## src/rtl/mmu_burst.sv

```systemverilog
// mmu_burst: burst memory unit around a single-port synchronous RAM.
// A burst moves length_i words starting at base_address_i. In write mode the
// words come from a valid/ready stream. In read mode they go out on a
// valid-only stream, delayed by a READ_LATENCY-deep pipeline. done_o pulses
// once at the end of every burst.
//
// Ports
//   clock_i          rising-edge clock
//   reset_n_i        asynchronous active-low reset
//   start_i          begin a burst (sampled only in IDLE)
//   write_enabled_i  burst mode captured with start: 1 = write, 0 = read
//   base_address_i   first word address, captured with start
//   length_i         burst length in words, captured with start
//   wr_data_i        write stream data
//   wr_valid_i       write stream valid
//   wr_ready_o       write word accepted this cycle when wr_valid_i is high
//   rd_data_o        read stream data
//   rd_valid_o       read stream valid (no backpressure)
//   busy_o           burst in progress (WRITE, READ, DRAIN)
//   done_o           one-cycle pulse at burst end
//
// state  | meaning
// IDLE   | waiting for start_i
// WRITE  | accepting stream words into RAM, one per wr_valid_i cycle
// READ   | issuing one RAM read per cycle for length words
// DRAIN  | waiting for the read pipeline to deliver its last word
// FINISH | done_o high for one cycle, then back to IDLE
module mmu_burst #(
  parameter int DATA_W       = 16,
  parameter int ADDR_W       = 6,
  parameter int LEN_W        = 7,
  parameter int READ_LATENCY = 1
) (
  input  logic              clock_i,
  input  logic              reset_n_i,
  input  logic              start_i,
  input  logic              write_enabled_i,
  input  logic [ADDR_W-1:0] base_address_i,
  input  logic [LEN_W-1:0]  length_i,
  input  logic [DATA_W-1:0] wr_data_i,
  input  logic              wr_valid_i,
  output logic              wr_ready_o,
  output logic [DATA_W-1:0] rd_data_o,
  output logic              rd_valid_o,
  output logic              busy_o,
  output logic              done_o
);

  typedef enum logic [2:0] {
    S_IDLE,
    S_WRITE,
    S_READ,
    S_DRAIN,
    S_FINISH
  } state_e;

  localparam int DEPTH = 1 << ADDR_W;
  // All pipeline stages except the output stage.
  localparam logic [READ_LATENCY-1:0] NOT_LAST = {READ_LATENCY{1'b1}} >> 1;

  state_e              state_q;
  logic [ADDR_W-1:0]   addr_q;
  logic [LEN_W-1:0]    rem_q;
  logic                wr_ready_q;
  logic                busy_q;
  logic                done_q;

  logic [DATA_W-1:0]   mem [DEPTH];
  logic [DATA_W-1:0]   pipe_q [READ_LATENCY];
  logic [READ_LATENCY-1:0] vld_q;

  logic wr_fire;
  logic rd_issue;

  // wr_ready_q is high exactly while in WRITE.
  assign wr_fire  = wr_ready_q && wr_valid_i;
  assign rd_issue = (state_q == S_READ);

  always_ff @(posedge clock_i or negedge reset_n_i) begin
    if (!reset_n_i) begin
      state_q    <= S_IDLE;
      addr_q     <= '0;
      rem_q      <= '0;
      wr_ready_q <= 1'b0;
      busy_q     <= 1'b0;
      done_q     <= 1'b0;
    end else begin
      done_q <= 1'b0;
      case (state_q)
        S_IDLE: begin
          if (start_i) begin
            addr_q <= base_address_i;
            rem_q  <= length_i;
            if (length_i == '0) begin
              state_q <= S_FINISH;
              done_q  <= 1'b1;
            end else if (write_enabled_i) begin
              state_q    <= S_WRITE;
              wr_ready_q <= 1'b1;
              busy_q     <= 1'b1;
            end else begin
              state_q <= S_READ;
              busy_q  <= 1'b1;
            end
          end
        end
        S_WRITE: begin
          if (wr_valid_i) begin
            addr_q <= addr_q + 1'b1;
            rem_q  <= rem_q - 1'b1;
            if (rem_q == LEN_W'(1)) begin
              state_q    <= S_FINISH;
              wr_ready_q <= 1'b0;
              busy_q     <= 1'b0;
              done_q     <= 1'b1;
            end
          end
        end
        S_READ: begin
          addr_q <= addr_q + 1'b1;
          rem_q  <= rem_q - 1'b1;
          if (rem_q == LEN_W'(1)) begin
            state_q <= S_DRAIN;
          end
        end
        S_DRAIN: begin
          // Leave once only the output stage can still hold a word, so done
          // lands in the cycle right after the last rd_valid.
          if ((vld_q & NOT_LAST) == '0) begin
            state_q <= S_FINISH;
            busy_q  <= 1'b0;
            done_q  <= 1'b1;
          end
        end
        S_FINISH: begin
          state_q <= S_IDLE;
        end
        default: begin
          state_q <= S_IDLE;
        end
      endcase
    end
  end

  // RAM array is deliberately left out of reset.
  always_ff @(posedge clock_i) begin
    if (wr_fire) begin
      mem[addr_q] <= wr_data_i;
    end
  end

  always_ff @(posedge clock_i or negedge reset_n_i) begin
    if (!reset_n_i) begin
      vld_q <= '0;
      for (int i = 0; i < READ_LATENCY; i++) begin
        pipe_q[i] <= '0;
      end
    end else begin
      vld_q[0] <= rd_issue;
      if (rd_issue) begin
        pipe_q[0] <= mem[addr_q];
      end
      for (int i = 1; i < READ_LATENCY; i++) begin
        vld_q[i]  <= vld_q[i-1];
        pipe_q[i] <= pipe_q[i-1];
      end
    end
  end

  assign wr_ready_o = wr_ready_q;
  assign busy_o     = busy_q;
  assign done_o     = done_q;
  assign rd_valid_o = vld_q[READ_LATENCY-1];
  assign rd_data_o  = pipe_q[READ_LATENCY-1];

endmodule

```

## config.mk

```make
export PLATFORM = sky130hd
export DESIGN_NAME = mmu_burst
export DESIGN_NICKNAME = d
export VERILOG_FILES = /design/src/rtl/mmu_burst.sv
export SDC_FILE = /design/constraint.sdc
export NUM_CORES = 1
export LEC_CHECK = 0
export ABC_CLOCK_PERIOD_IN_PS = 5400
export CAP_MARGIN = 0
export CORE_ASPECT_RATIO = 1.5
export CORE_MARGIN = 2
export CORE_UTILIZATION = 65
export DETAILED_ROUTE_END_ITERATION = 10
export HOLD_SLACK_MARGIN = 0.05
export PLACE_DENSITY_LB_ADDON = 0.15
export SYNTH_ARGS = -nofsm -noshare
export SYNTH_HDL_FRONTEND = slang
export SYNTH_SLANG_ARGS = --single-unit
```

## constraint.sdc

```tcl
create_clock -name clock_i -period 5.4 [get_ports clock_i]
set_input_delay 0.81 -clock clock_i [delete_from_list [all_inputs] [get_ports clock_i]]
set_output_delay 0.81 -clock clock_i [all_outputs]
set_load 0.01 [all_outputs]
```

==> results.yml <==
global_routing:
  grt_usage_pct: 35.6
  antenna_found_initial: 3
  grt_remaining_overflow: 0
  grt_max_degree: 101
  grt_pass1_wl_um: 164000
  grt_pass1_vias: 23043
setup_path:
  arrival_ps: 4350
  cp-endpoint: "rd_data_o[7]$_DFFE_PN0P_"
  cp_max_fo: 44
  reg2reg_from: "addr_q[1]$_DFFE_PN0P_"
  r2r_cells: 6
  end_kind: "flop"
  startpoint_type: "flop"
  r2r-end: "rd_data_o[7]$_DFFE_PN0P_"
  rrSetupSlack_ps: 1600
  startpoint: "addr_q[1]$_DFFE_PN0P_"
  worst-setup-path-type: "reg2reg"
  worstPathRequired_ps: 5950
clocking:
  clock_sinks: 1060
  clk_latency_ps: 670
  cts_setup_buffers: 0
  cts_buffer_depth: 3
  cts_hold_buf: 0
  cts_resized: 0
  cts_tree: "yes"
  cts_buffers: 94
  h-tree-depth: 3
  clkTransAtPathRegs_ps: 70
  root_buffer: "clkbuf_16"
sta:
  drv_slew: 0
  whs_ps: 355
  fin_crit_sh_pct: 70.4
  fmax_mhz: 263
  layout_min_cycle_time_ps: 3800
  final.setup_skew_ps: 38.9
  timing.final.ws_setup_ps: 1600
  tightest_slew_ps: 1180
  rsz0062_at_grt: "false"
  finalHoldViolCount: 0
  setup_violations: 0
  final.setup.tns_ps: 0
  maxSlewHeadroom_pct: 20.6
placed_design:
  dpl_worst_slack_ps: 1690
  dp_cells: 3081
  routabilityCongestion: 0.967
  port_buffers: 53
  dpl.hpwl_um: 67500
power:
  peakVddDrop_mv: 0.366
  power_density_mw_per_mm2: 520
  p_leak_nw: 15.0
layout:
  drive_above_1_share_pct: 17.0
  final_nets: 2416
  fillers: 3587
  fin_util_pct: 73.4
  stdcell_count: 3248
  area_growth_pct: 11.4
synth:
  syn_area_per_cell_um2: 18.2
  ys_warn_count: 0
  synth-main-ff-cell: "edfxtp_1"
  synth_cells: 2260
  synth_cell_type_count: 62
  synthesis.nets: 2297
  ys_seq_area_share_pct: 77.0
  synthesis.area_mm2: 0.0411
  ys_ff_latch: 1060
  synth_edf_count: 1024
  synthArstFlopShare_pct: 3.40
floorplanning:
  die_w_um: 209
  rows: 112
  die_area_mm2: 0.0653
  core-area_mm2: 0.0624
  num_io_pins: 54
  start_util_pct: 65.9
  die_h_um: 312
run:
  cap_violations: 0
drt:
  wl_met2_um: 54000
  wl_met1_um: 38300
  wl_met3_um: 13800
  totalWireLength_um: 114000
  routed-via-count: 23430
  ant_nets: 0
  drc_errors: 0
  viasPerCell: 7.21
  routed.top_layer: "met5"
  firstDrtPassIters: 6
  drtIter0Drc: 3772
  wl_per_cell_um: 35.1
hold_path:
  min_path_type: "in2async"
status:
  status: "complete, no violations"
layout by cell type (no fill, tap or decap), drive strengths merged, types with 8 or more instances in the layout:
cell | synthesis | layout
a21oi | 63 | 63
a221o | 8 | 8
a221oi | 125 | 125
a22o | 8 | 8
a22oi | 53 | 53
a31oi | 11 | 11
a32oi | 10 | 10
buf | 83 | 140
bufinv | 0 | 8
clkbuf | 70 | 119
clkdlybuf4s50 | 0 | 36
clkinv | 0 | 35
dfrtp | 36 | 36
edfxtp | 1024 | 1024
inv | 9 | 11
mux2 | 29 | 29
mux2i | 158 | 158
mux4 | 95 | 95
nand2 | 60 | 60
nand3 | 37 | 37
nand4 | 9 | 9
nor2 | 141 | 141
nor3 | 17 | 17
o211ai | 9 | 9
o21ai | 81 | 81
o22a | 8 | 8
o22ai | 32 | 32
o32a | 8 | 8
cell type report:
class	count	area (um^2)	share of cell area (%)
Multi-Input combinational cell	1038	8700	19.0
Sequential cell	1060	31700	69.1
Timing Repair Buffer	176	1420	3.10
Tap cell	798	998	2.18
Inverter	9	33.8	0.0738
Clock buffer	119	2530	5.53
Antenna cell	1	2.50	0.00546
Clock inverter	47	457	0.997
kinds of logic (layout without fill, tap and decap cells):
group           after synthesis  count (layout)  share of synthesized area (%)
flops                      1060            1060                           77.0
compound gates              447             447                           7.78
simple gates                305             305                           3.29
mux                         282             282                           9.86
buf+inv                     162             351                           1.96
fa+ha+maj                     3               3                         0.0913
xor+xnor                      1               1                         0.0213
other cells                   0               1                              0
metrics by stage:
step | total power [mW] | area, um^2
floorplan | 14.3 | 41100
CTS | 23.7 | 45800
global placement | 17.0 | 42800
finish | 23.8 | 45800
detailed placement | 17.2 | 42800
global route | 24.4 | 45800
metal layers:
| metal | up-vias | global-route usage, % |
|---|---|---|
| met5 | - | 0 |
| met4 | 4 | 20.7 |
| met3 | 356 | 8.24 |
| met2 | 1738 | 55.4 |
| met1 | 11833 | 47.0 |
| li1 | 9499 | - |
where the power goes:
group / internal [mW] / total, mW / switching, mW
sequential: 9.43 / 9.88 / 0.453
clock: 3.70 / 6.57 / 2.88
combinational: 2.53 / 7.36 / 4.84
worst min path at each step:
stage	slack, ps	from	end	cells past startpoint
after floorplan	480	rem_q[6]$_DFFE_PN0P_	rem_q[6]$_DFFE_PN0P_	1
after global placement	500	busy_o$_DFFE_PN0P_	busy_o$_DFFE_PN0P_	1
after detailed placement	530	busy_o$_DFFE_PN0P_	busy_o$_DFFE_PN0P_	1
after CTS	330	reset_n_i	rd_data_o[6]$_DFFE_PN0P_	1
after global routing	390	reset_n_i	rem_q[1]$_DFFE_PN0P_	1
final	350	reset_n_i	rem_q[0]$_DFFE_PN0P_	1
worst max-delay path: stages (launching register included):
cell,delay [ps]
dfrtp_4,880
inv_2,440
nand2_1,580
o22ai_1,170
o21ai_0,660
o2111ai_1,440
o32a_1,460
cell usage after synthesis (3+ instances only):
cell       number  area, um^2
ha_1            3        37.5
nor4_1          4        25.0
a31oi_1        11        68.8
a32oi_1        10        87.6
o2111ai_1       6        52.6
mux2i_1       158        1580
o221ai_1        3        26.3
o22a_1          8        70.1
buf_1           7        26.3
inv_1           7        26.3
nand3_1        37         185
o21ai_0        80         400
mux2_2         28         315
a21oi_1        63         315
nand2_1        60         225
dfrtp_1        36         901
a22oi_1        53         398
o211ai_1        9        67.6
buf_4          19         143
a221oi_1      125        1090
and2_1          4        25.0
a221o_1         8        80.1
clkbuf_1       70         263
nand2b_1        5        31.3
buf_6           9         101
buf_2          48         240
nand4_1         9        56.3
nor2_1        141         529
nor3_1         17        85.1
edfxtp_1     1024       30700
o2bb2ai_1       5        43.8
mux4_2         95        2140
nor2b_1         6        37.5
o22ai_1        32         200
a22o_1          8        70.1
a211oi_1        6        45.0
o32a_1          8        80.1
or3_1           5        31.3
nor3b_1         3        22.5
and3_1          4        25.0
flip-flops by register name (all words and copies together), names as in the netlist:
register	flops
mem	1024
rd_data_o	16
rem_q	7
addr_q	6
state_q	3
busy_o	1
done_o	1
rd_valid_o	1
wr_ready_o	1
No activity file was read; power rests on OpenSTA's default activity.
